### src/rtl/snoop_host_pkg.sv
// Shared opcodes and FSM state encoding for the discus snoop-port host master.
package snoop_host_pkg;

  localparam logic [7:0] OP_MEMW  = 8'h4D;
  localparam logic [7:0] OP_PRGW  = 8'h50;
  localparam logic [7:0] OP_READ  = 8'h52;
  localparam logic [7:0] OP_IDENT = 8'h49;

  typedef enum logic [2:0] {
    IDLE,
    GET_ADDR,
    GET_LEN,
    WDATA,
    RD_WAIT,
    RD_CAP,
    SEND
  } state_t;

endpackage

### src/rtl/snoop_host.sv
// Byte-stream command decoder driving the discus snoop port: memory/program
// writes, data-memory reads and target identification.
module snoop_host
  import snoop_host_pkg::*;
#(
  parameter logic [7:0]  ID_BYTE = 8'h44,
  parameter int unsigned TIMEOUT = 0,
  parameter int          TO_W    = 16
) (
  input  logic       clk,
  input  logic       rst_n,
  input  logic [7:0] in_data,
  input  logic       in_valid,
  output logic       in_ready,
  output logic [7:0] out_data,
  output logic       out_valid,
  input  logic       out_ready,
  output logic [7:0] snoopa,
  output logic [7:0] snoopd,
  input  logic [7:0] snoopq,
  output logic       snoopm,
  output logic       snoopp,
  output logic       busy,
  output logic       cmd_error
);

  localparam logic [TO_W-1:0] TO_LAST = TO_W'(TIMEOUT - 1);

  state_t          state;
  logic [7:0]      addr;
  logic [7:0]      cnt;
  logic            is_prg;
  logic            is_read;
  logic [TO_W-1:0] to_cnt;
  logic            accept;
  logic            collecting;
  logic            to_expire;

  assign collecting = (state == GET_ADDR) || (state == GET_LEN) || (state == WDATA);
  assign in_ready   = rst_n && ((state == IDLE) || collecting);
  assign accept     = in_valid && in_ready;
  assign busy       = (state != IDLE);
  assign to_expire  = (TIMEOUT != 0) && (to_cnt == TO_LAST);

  always_ff @(posedge clk) begin
    if (!rst_n) begin
      state     <= IDLE;
      addr      <= '0;
      cnt       <= '0;
      is_prg    <= 1'b0;
      is_read   <= 1'b0;
      to_cnt    <= '0;
      snoopa    <= '0;
      snoopd    <= '0;
      snoopm    <= 1'b0;
      snoopp    <= 1'b0;
      out_data  <= '0;
      out_valid <= 1'b0;
      cmd_error <= 1'b0;
    end else begin
      snoopm    <= 1'b0;
      snoopp    <= 1'b0;
      cmd_error <= 1'b0;

      case (state)
        IDLE: begin
          if (accept) begin
            case (in_data)
              OP_MEMW: begin
                is_prg  <= 1'b0;
                is_read <= 1'b0;
                state   <= GET_ADDR;
              end
              OP_PRGW: begin
                is_prg  <= 1'b1;
                is_read <= 1'b0;
                state   <= GET_ADDR;
              end
              OP_READ: begin
                is_read <= 1'b1;
                state   <= GET_ADDR;
              end
              OP_IDENT: begin
                out_data  <= ID_BYTE;
                out_valid <= 1'b1;
                cnt       <= '0;
                state     <= SEND;
              end
              default: cmd_error <= 1'b1;
            endcase
          end
        end

        GET_ADDR: begin
          if (accept) begin
            addr  <= in_data;
            state <= GET_LEN;
          end
        end

        GET_LEN: begin
          if (accept) begin
            cnt <= in_data;
            if (is_read) begin
              snoopa <= addr;
              state  <= RD_WAIT;
            end else begin
              state <= WDATA;
            end
          end
        end

        WDATA: begin
          if (accept) begin
            snoopa <= addr;
            snoopd <= in_data;
            snoopm <= !is_prg;
            snoopp <= is_prg;
            addr   <= addr + 8'd1;
            if (cnt == 8'd0) state <= IDLE;
            else             cnt   <= cnt - 8'd1;
          end
        end

        RD_WAIT: state <= RD_CAP;

        RD_CAP: begin
          out_data  <= snoopq;
          out_valid <= 1'b1;
          state     <= SEND;
        end

        SEND: begin
          if (out_ready) begin
            out_valid <= 1'b0;
            if (cnt == 8'd0) begin
              state <= IDLE;
            end else begin
              addr   <= addr + 8'd1;
              cnt    <= cnt - 8'd1;
              snoopa <= addr + 8'd1;
              state  <= RD_WAIT;
            end
          end
        end

        default: state <= IDLE;
      endcase

      // Idle input only counts mid-command; an accept in the expiring cycle wins.
      if (collecting && !accept) begin
        if (to_expire) begin
          state     <= IDLE;
          cmd_error <= 1'b1;
          to_cnt    <= '0;
        end else begin
          to_cnt <= to_cnt + 1'b1;
        end
      end else begin
        to_cnt <= '0;
      end
    end
  end

endmodule

### config.mk
export PLATFORM = sky130hd
export DESIGN_NAME = snoop_host
export DESIGN_NICKNAME = d
export VERILOG_FILES = /design/src/rtl/snoop_host_pkg.sv /design/src/rtl/snoop_host.sv
export SDC_FILE = /design/constraint.sdc
export NUM_CORES = 1
export LEC_CHECK = 0
export BUFFER_PORTS_ARGS = -buffer_cell sky130_fd_sc_hd__buf_2
export CORE_UTILIZATION = 49
export DETAILED_ROUTE_END_ITERATION = 16
export PLACE_DENSITY = 0.75
export RECOVER_POWER = 100
export SLEW_MARGIN = 25
export SYNTH_ARGS = -nofsm -noshare
export SYNTH_HDL_FRONTEND = slang
export SYNTH_SLANG_ARGS = --single-unit
### constraint.sdc
create_clock -name clk -period 2.4 [get_ports clk]
set_input_delay 0.6 -clock clk [delete_from_list [all_inputs] [get_ports clk]]
set_output_delay 0.6 -clock clk [all_outputs]
set_load 0.01 [all_outputs]
# After elaboration in Yosys (flattened, before gate mapping)
# Cells that the tools add are included.
# totals
elab_cells	99
reg_bits	49
output_inout_bits	30
# classes
add_sub_neg	2
n_reduce_logical	30
mux	35
eq_ne	20
# op_table
operator	n
$mux 8	14
$pmux 8 s3	2
$eq 8x7->1 const B	4
$pmux 8 s4	1
$mux 3	8
$pmux 3 s7	1
$pmux 8 s2	1
$reduce_and 3->1	5
$ne 2x2->1 const B	7
$reduce_and 6->1	2
$reduce_bool 3->1	4
$eq 3x3->1 const B	3
$add 8x1->8 const B	1
$logic_not 8->1	1
$sub 8x1->8 const B	1
$reduce_and 7->1	1
$eq 3x2->1 const B	2
$pmux 3 s2	1
$reduce_bool 2->1	3
$reduce_and 5->1	1
$mux 1	4
$ne 2x1->1 const B	2
$pmux 1 s2	2
$reduce_and 4->1	1
12 further kinds	15

# Depth between registers and ports, before layout
# Gate-level depths: netlist (run 1).
# depth
ltp_word	8
depth_mapped	8

# Worst setup path before layout (run 1)
# No wires, ideal clock.
# synth_path
path_type	input to register
start	input in_data[7]
end	register cnt[4]
path_buffers	0
setup_slack_ns	0.105
path_stages	5
arrival_time_ns	2.159
path_cell_list	or3b_1 or4_4 o41a_4 o211ai_1 o41ai_2
# synth_between
elab_chain_len	3
# synth_lines
element	line_no	source
start, declared	snoop_host.sv:12	input logic [7:0] in_data,
$eq 8x7->1	snoop_host.sv:68	case (in_data)
$ne 2x1->1 (no line)	-	
$reduce_and 6->1 (no line)	-	
end signal, assigned	snoop_host.sv:103	cnt <= in_data;
end signal, assigned	snoop_host.sv:121	else cnt <= cnt - 8'd1;
end signal, assigned	snoop_host.sv:140	cnt <= cnt - 8'd1;
end, declared	snoop_host.sv:31	logic [7:0] cnt;
# Every way passes these cells.
# A chain may end at the register's enable or synchronous reset.

# Final worst setup path (run 1)
# layout_path
start	input in_data[7]
end	register cnt[1]
# The elaborated chain is that of the path after synthesis.

==> summary.md, run 1 <==
| Metric | Value |
|---|---|
| Max cap viols | 0 |
| Clk pin slew, worst setup/hold paths | 80 ps |
| Worst-skew pair later-pin latency | 300 ps |
| Cells after DPL | 442 |
| Site Rows | 25 |
| Layout Skew | 8.330 ps |
| Synthesis-stage register bit count | 49 |
| Vias in the first global route | 2241 |
| Ant. Diodes | 0 |
| Syn_nets | 341 |
| Final hold vios | 0 |
| Initial core utilization | 0.5236 |
| Wirelength per Cell | 14.51 µm |
| Min cycle time layout | 2236 ps |
| DR pass1 iterations | 4 |
| Root buffer selected by CTS | clkbuf_8 |
| # port buffers | 49 |
| Multi-input logic area | 1444 µm² |
| Final setup fails | 0 |
| Lkg Pwr | 1.065 nW |
| Worst vdd ir | 0.0003779 V |
| EDFF count, synth | 0 |
| WHS | 445.4 ps |
| Outcome | finished clean |
| Core ar. | 4880 µm² |
| Area post-placement | 3000 µm² |
| Top cell type's share of synthesized area | 0.3839 |
| Total Power | 1.405 mW |
| Final ANT Viol Nets | 0 |
| Synth-to-Final Area Change | 18.12% |
| Synth Flop Type | dfxtp_1 |
| Syn Inst Count | 319 |
| Max_slew headroom | 0.6101 |
| Post-route design area | 3018 µm² |
| FF/Latch Area | 980.9 µm² |
| Iter 0 DRT Violations | 197 |
| Grt total ovfl | 0 |
| Final net count | 404 |
| Num CTS Buffers | 5 |
| I/O pins | 50 |
| # clock sinks | 49 |
| DRC | 0 |
| Synth Warn # | 0 |
| Clock Path Buffers | 2 |
| Routed WL | 6.517 mm |
| Leading area contributor after synthesis | dfxtp_1 |
| Cts hold-fix bufs | 0 |
| Die Area | 5507 µm² |
| Die height | 74.21 µm |
| Startpoint Class | input port |
| Placement Setup Slack | -120.2 ps |
| Endpoint type of the worst setup path | flip-flop |
| Post-CTS Resized | 0 |
| FMAX | 447.3 MHz |
| Setup WS post-layout | 164.2 ps |
| Pwr Density | 465.5 nW/µm² |
| Global-route wire length before repair | 10.76 mm |
| Tightest Hold Check Type | flip-flop to flip-flop |
| DPL Wire Length | 4.782 mm |
| Postcts setup bufs | 0 |
| RD Place Congestion | 0.8771 |
| FILL cells | 490 |
| Worst slew pin tran | 581.0 ps |
| Synth Cell Area | 2555 µm² |
| Fin. max-slew vios | 0 |
| Critical path fanouts, max | 7 |
| Share of layout cells above drive strength 1 | 0.1466 |
| Initial antenna violation count | 0 |
| CTS tree | done |
| RSZ-0062 raised after global routing | false |
| Fin cells | 449 |
| Synth top area cells | dfxtp_1 (38%), nand2_1 (8.5%), a21oi_1 (5.3%), nor2_1 (4.3%), xnor2_1 (3.4%) |
| H-tree Lvls | 2 |
| Critical path class | input port to flip-flop |
| DR vias | 2557 |
| Count of cell types in the netlist | 54 |
| Total Neg Setup Slack | 0 ps |
| Chip width | 74.21 µm |
| Fin crit share | 0.9316 |
| Final core occ | 0.6185 |
| Largest net degree at the start of global routing | 25 |
| GRT Util Overall | 0.2562 |
| Routed vias/inst | 5.695 |
| Critical Path RT | 2620 ps |
| Synth Area per Inst | 8.009 µm² |
| WP data arrival | 2460 ps |
| FFs w/ async S/R, synth | 0 |
| Sequential area share after synthesis | 0.3839 |
[critical path: stages]
cell     delay [ps]
buf_2           100
or3b_1          430
or4_1           480
o41a_4          440
nor2_4          200
mux2i_1         220
[Yosys cell counts (all sizes together), types with 5 or more instances]
| cell | number |
|---|---|
| a211oi | 7 |
| a21oi | 27 |
| a32o | 7 |
| clkbuf | 16 |
| dfxtp | 49 |
| inv | 9 |
| mux2i | 5 |
| nand2 | 58 |
| nand3 | 5 |
| nand3b | 7 |
| nor2 | 30 |
| nor3 | 7 |
| o21ai | 16 |
| o31ai | 5 |
| o32ai | 5 |
| xnor2 | 10 |
[per-layer routing]
metal / wire, µm / vias to the layer above / global-route usage
met3: 490 / 10 / 0.05962
met4: 81 / 0 / 0.09015
met5: 0 / - / 0
met1: 2933 / 1191 / 0.3478
li1: - / 1269 / -
met2: 3011 / 87 / 0.4000
[layout make-up]
type | instances | share of cell area
flip-flops and latches | 49 | 0.3250
well taps | 67 | 0.02778
clock buffers | 6 | 0.02736
repair buffers | 74 | 0.1277
clock inverters | 1 | 0.002488
inverters | 9 | 0.01119
multi-input cells | 243 | 0.4784
[layout by cell type (no fill, tap or decap), types with 3 or more instances in the layout]
| cell | count |
|---|---|
| xnor2_1 | 10 |
| nor3_1 | 6 |
| o21ai_0 | 15 |
| a32o_1 | 6 |
| inv_1 | 9 |
| mux2i_1 | 5 |
| clkbuf_8 | 6 |
| clkbuf_1 | 32 |
| a21oi_1 | 27 |
| a31oi_1 | 3 |
| o21a_1 | 3 |
| o31ai_1 | 5 |
| nor2_1 | 29 |
| nand2b_1 | 3 |
| nor2b_1 | 3 |
| nand2_1 | 58 |
| o32ai_1 | 5 |
| nand3_1 | 5 |
| buf_4 | 21 |
| nor4_1 | 3 |
| buf_2 | 20 |
| o211ai_1 | 3 |
| a211oi_1 | 7 |
| dfxtp_1 | 49 |
| nand3b_1 | 7 |
| a21o_1 | 3 |
[sequential cells by signal, summed over array words and instances, names as in the netlist]
name / cells
addr: 8
cmd_error: 1
cnt: 8
is_prg: 1
is_read: 1
out_data: 8
out_valid: 1
snoopa: 8
snoopd: 8
snoopm: 1
snoopp: 1
state: 3
[cells by family after synthesis]
| logic type | share of synthesized area |
|---|---|
| simple gates | 0.2390 |
| flops | 0.3839 |
| xor+xnor | 0.04114 |
| fa+ha+maj | 0.009793 |
| buf+inv | 0.04114 |
| compound gates | 0.2654 |
| mux | 0.01959 |
[power by group]
group / internal [mW] / leakage (nW) / total, mW / switching, mW
registers: 0.813 / 0.395 / 0.814 / 0.000956
logic: 0.0380 / 0.627 / 0.0941 / 0.0561
clock network: 0.228 / 0.0433 / 0.496 / 0.268
total: 1.08 / 1.06 / 1.40 / 0.325
[final timing paths]
path | start | endpoint | slack (ps) | cells past startpoint
worst max-delay path | in_data[7] | cnt[1] | 160 | 6
worst min-delay path | out_data[2] | out_data[2] | 450 | 2
worst max register to register | cnt[0] | addr[0] | 240 | 8
worst min register to register | out_data[2] | out_data[2] | 450 | 2
Note: power is estimated with default switching activity, not from simulation.
==> inputs of run 2 (changes only) <==
- ABC_AREA: not set -> 1
- CORE_UTILIZATION: 49 -> 50
- PLACE_DENSITY: 0.75 -> 0.76
==> run 2 against run 1 <==
- non-clock buffer count fell by 22
- die area rose by 2.4%
- clock skew fell by 1.6 ps
- largest cell class unchanged
==> summary.md, run 2 <==
| Metric | Value |
|---|---|
| CTS tree | done |
| Final core occ | 0.5854 |
| DPL Wire Length | 4.519 mm |
| Min cycle time layout | 2152 ps |
| FMAX | 464.7 MHz |
| Final ANT Viol Nets | 0 |
| Syn Inst Count | 432 |
| Most used cell, CP | buf_2 |
| Ant. Diodes | 0 |
| Max_slew headroom | 0.5399 |
| Fin crit share | 0.8967 |
| Num CTS Buffers | 5 |
| DR vias | 2725 |
| Share of layout cells above drive strength 1 | 0.08714 |
| Synth top area cells | dfxtp_1 (37%), nand2_1 (17%), nor2_1 (13%), inv_1 (6.7%), o21ai_0 (6.4%) |
| Critical path fanouts, max | 40 |
| Worst path max stage delay | 560 ps |
| Worst r2r src | state[2] |
| Synth Area per Inst | 6.184 µm² |
| Site Rows | 26 |
| Hold_sp | is_prg |
| Initial core utilization | 0.5197 |
| Grt total ovfl | 0 |
| Startpoint Class | input port |
| Final hold vios | 0 |
| Most frequent cells in the layout | nand2_1 (124), nor2_1 (94), inv_1 (50) |
| Cts hold-fix bufs | 0 |
| Fin. max-slew vios | 0 |
| Tightest Hold Check Type | flip-flop to flip-flop |
| Worst slew pin tran | 690.2 ps |
| Lkg Pwr | 1.410 nW |
| RSZ-0062 raised after global routing | false |
| Worst path top cell family by delay | buffers and inverters |
| Routed WL | 6.088 mm |
| Synth Cell Area | 2671 µm² |
| Root buffer selected by CTS | clkbuf_8 |
| Cell Chain, Critical Path | buf_2 -> buf_2 -> nand2_1 -> inv_1 -> buf_2 |
| Die height | 75.10 µm |
| Critical path class | input port to primary output |
| Final net count | 503 |
| WP data arrival | 1550 ps |
| Core ar. | 5140 µm² |
| Vias in the first global route | 2325 |
| Clk pin slew, worst setup/hold paths | 90 ps |
| Crit path from | rst_n |
| FILL cells | 525 |
| Multi-input logic area | 1410 µm² |
| Layout Skew | 6.766 ps |
| Clock Path Buffers | 2 |
| Max cap viols | 0 |
| Top post-synthesis cells by count | nand2_1 (123), nor2_1 (94), dfxtp_1 (49) |
| Worst vdd ir | 0.0004012 V |
| Outcome | finished clean |
| Syn_nets | 454 |
| FF/Latch Area | 980.9 µm² |
| Iter 0 DRT Violations | 138 |
| Worst path buffer plus inverter count | 4 |
| Sequential area share after synthesis | 0.3672 |
| Global-route wire length before repair | 10.11 mm |
| Postcts setup bufs | 0 |
| Synth Warn # | 0 |
| Total Neg Setup Slack | 0 ps |
| Final setup fails | 0 |
| # clock sinks | 49 |
| Critical Path RT | 1800 ps |
| Synthesis-stage register bit count | 49 |
| GRT Util Overall | 0.2352 |
| # port buffers | 49 |
| FFs w/ async S/R, synth | 0 |
| Routed vias/inst | 4.937 |
| Pwr Density | 911.9 nW/µm² |
| Area post-placement | 2969 µm² |
| Post-CTS Resized | 0 |
| Top-count cell post-synth | nand2_1 |
| Wirelength per Cell | 11.03 µm |
| Chip width | 75.10 µm |
| Endpoint type of the worst setup path | primary output |
| Synth-to-Final Area Change | 12.65% |
| Critical-path top delay cell | buf_2 |
| DR pass1 iterations | 5 |
| Leading area contributor after synthesis | dfxtp_1 |
| DRC | 0 |
| Largest net degree at the start of global routing | 41 |
| Top cell type's share of synthesized area | 0.3672 |
| H-tree Lvls | 2 |
| Post-route design area | 3009 µm² |
| Count of cell types in the netlist | 26 |
| Commonest non-fill, non-tap cell in the layout | nand2_1 |
| Worst-skew pair later-pin latency | 300 ps |
| EDFF count, synth | 0 |
| I/O pins | 50 |
| Initial antenna violation count | 0 |
| RD Place Congestion | 0.9186 |
| Synth Flop Type | dfxtp_1 |
| Die Area | 5639 µm² |
==> run 2: changes by cell type in the layout (fill, tap and decap cells not counted), moves of 9 or more <==
cell,change
nand2_1,+66
o21ai_0,+19
a21oi_1,-9
xnor2_1,-9
buf_4,-20
nand3_1,+17
nor2_1,+65
inv_1,+41
==> run 2: cell type report <==
type / count / area share
multi-input cells: 319 / 0.4686
clock inverters: 1 / 0.001663
flip-flops and latches: 49 / 0.3260
inverters: 54 / 0.06778
well taps: 70 / 0.02911
repair buffers: 52 / 0.07484
clock buffers: 7 / 0.03202
==> run 2: cells by family after synthesis <==
| kind of cell | after synthesis | share of synthesized area |
|---|---|---|
| flip-flops | 49 | 0.3672 |
| AO/OA/AOI/OAI | 57 | 0.1105 |
| XOR/XNOR | 7 | 0.02295 |
| AND/OR/NAND/NOR | 253 | 0.3920 |
| buffers and inverters | 64 | 0.09788 |
| adder cells (fa/ha/maj) | 2 | 0.009366 |
==> run 2: worst paths after layout <==
kind	slack, ps	cells after the start	endpoint
max reg2reg	400	9	snoopa[1]
min	450	1	snoopm
max	250	5	in_ready
min reg2reg	450	1	snoopm
==> run 2: per-layer routing <==
layer,track usage,vias up,routed length (µm)
met4,0.05870,0,72
met3,0.04552,7,353
met1,0.3140,1199,2876
met2,0.3914,85,2786
li1,-,1434,-
met5,0,-,0
==> run 2: report_power, final <==
group	total, mW	internal, mW	switching, mW
clock network	0.535	0.261	0.274
registers	1.07	0.949	0.120
logic	1.14	0.388	0.752
total	2.74	1.60	1.15
==> run 2: stage by stage <==
step	power [mW]	hold slack, ps	setup WS [ps]	std cells
6_report	2.744	450.2	247.9	552
5_1_grt	3.003	486.6	137.1	552
4_1_cts	2.781	454.6	426.7	552
3_5_place_dp	2.246	443.5	298.6	544
3_3_place_gp	2.219	426.6	354.2	544
2_1_floorplan	1.975	413.2	741.0	432
==> inputs of run 3 (changes only) <==
- CORE_MARGIN: not set -> 5
==> run 3 against run 2 <==
- fmax rose by 0.47%
- design area shrank 0.50%
- clock-buffer cell count fell by 2
- die area up 22%
- largest power group unchanged
==> summary.md, run 3 (same netlist as run 2, synthesis figures left out) <==
| Metric | Value |
|---|---|
| Multi-input logic area | 1410 µm² |
| Chip width | 83.10 µm |
| Share of layout cells above drive strength 1 | 0.08921 |
| Core ar. | 5140 µm² |
| Tightest Hold Check Type | flip-flop to flip-flop |
| Min cycle time layout | 2142 ps |
| Wirelength per Cell | 11.24 µm |
| Startpoint Class | input port |
| Area post-placement | 2969 µm² |
| Post-route design area | 2994 µm² |
| DR pass1 iterations | 5 |
| Commonest non-fill, non-tap cell in the layout | nand2_1 |
| Site Rows | 26 |
| Iter 0 DRT Violations | 136 |
| Most frequent cells in the layout | nand2_1 (124), nor2_1 (94), inv_1 (49), dfxtp_1 (49), o21ai_0 (34) |
| GRT Util Overall | 0.1824 |
| Fin crit share | 0.8925 |
| Worst-skew pair later-pin latency | 300 ps |
| Cells after DPL | 544 |
| Synth-to-Final Area Change | 12.08% |
| Total Neg Setup Slack | 0 ps |
| FMAX | 466.9 MHz |
| WHS | 445.9 ps |
| Worst Setup EP | in_ready |
| Clk pin slew, worst setup/hold paths | 90 ps |
| Max cap viols | 0 |
| Layout Skew | 7.169 ps |
| Largest net degree at the start of global routing | 41 |
| Lkg Pwr | 1.402 nW |
| Die height | 83.10 µm |
| Global-route wire length before repair | 10.71 mm |
| CTS tree | done |
| Outcome | finished clean |
| Max_slew headroom | 0.5526 |
| Final ANT Viol Nets | 0 |
| Worst R2R End | snoopa[1] |
| RSZ-0062 raised after global routing | false |
| Endpoint type of the worst setup path | primary output |
| WP data arrival | 1540 ps |
| FILL cells | 545 |
| Final setup fails | 0 |
| Pwr Density | 893.4 nW/µm² |
| Final core occ | 0.5825 |
| Initial core utilization | 0.5197 |
| Worst slew pin tran | 671.1 ps |
| Critical path fanouts, max | 40 |
| Worst r2r src | state[2] |
| Fin cells | 552 |
| H-tree Lvls | 2 |
| Crit path from | rst_n |
| Final hold vios | 0 |
| Die Area | 6905 µm² |
| Cts hold-fix bufs | 0 |
| Num CTS Buffers | 5 |
| DR vias | 2677 |
| Worst vdd ir | 0.0004198 V |
| Routed WL | 6.203 mm |
| Critical path class | input port to primary output |
| Initial antenna violation count | 0 |
| Fin. max-slew vios | 0 |
| Grt total ovfl | 0 |
| RD Place Congestion | 0.8780 |
| Root buffer selected by CTS | clkbuf_8 |
| Postcts setup bufs | 0 |
| DPL Wire Length | 4.605 mm |
| # port buffers | 49 |
| DRC | 0 |
| Post-CTS Resized | 0 |
| Ant. Diodes | 0 |
| Vias in the first global route | 2422 |
| FF/Latch Area | 980.9 µm² |
| Final net count | 503 |
| # clock sinks | 49 |
| I/O pins | 50 |
| Worst R2R Path Depth | 9 |
| Critical Path RT | 1800 ps |
| Routed vias/inst | 4.850 |
| Clock Path Buffers | 2 |
| Reg2reg setup slack | 430 ps |
[run 3: layout make-up]
type / count / share of cell area
clock buffer: 5 / 0.02298
clock inverter: 3 / 0.005850
inverter: 54 / 0.06812
multi-input combinational: 319 / 0.4710
sequential: 49 / 0.3276
tap: 70 / 0.02925
timing repair buffer: 52 / 0.07522
[run 3: where the power goes]
group          total, mW  switching [mW]  internal [mW]
clock              0.482           0.280          0.202
sequential          1.07           0.117          0.949
combinational       1.13           0.736          0.392
total               2.68            1.13           1.54
[run 3: worst min-delay path by stage]
stage	start	to	slack, ps	cells after the start
after floorplan	is_prg	snoopm	410	1
after global placement	is_prg	snoopm	430	1
after detailed placement	is_prg	snoopm	440	1
after CTS	is_prg	snoopm	450	1
after global routing	is_prg	snoopp	490	2
final	is_prg	snoopm	450	1
[run 3: per-stage QoR]
stage	setup WS [ps]	power [mW]
detailed placement	248.6	2.229
global route	132.0	2.921
floorplan	741.0	1.975
global placement	342.3	2.217
CTS	459.9	2.719
finish	258.0	2.675
[run 3: layer usage]
| layer | global-route usage | vias to the layer above | wire, µm |
|---|---|---|---|
| met5 | 0 | - | 0 |
| met4 | 0.05201 | 0 | 89 |
| met3 | 0.04356 | 9 | 379 |
| met2 | 0.3105 | 79 | 2813 |
| met1 | 0.2288 | 1159 | 2921 |
| li1 | - | 1430 | - |
[run 3: critical path, stage by stage]
cell and delay, ps:
buf_2 90, buf_2 540, nand2_1 110, inv_1 60, buf_2 120
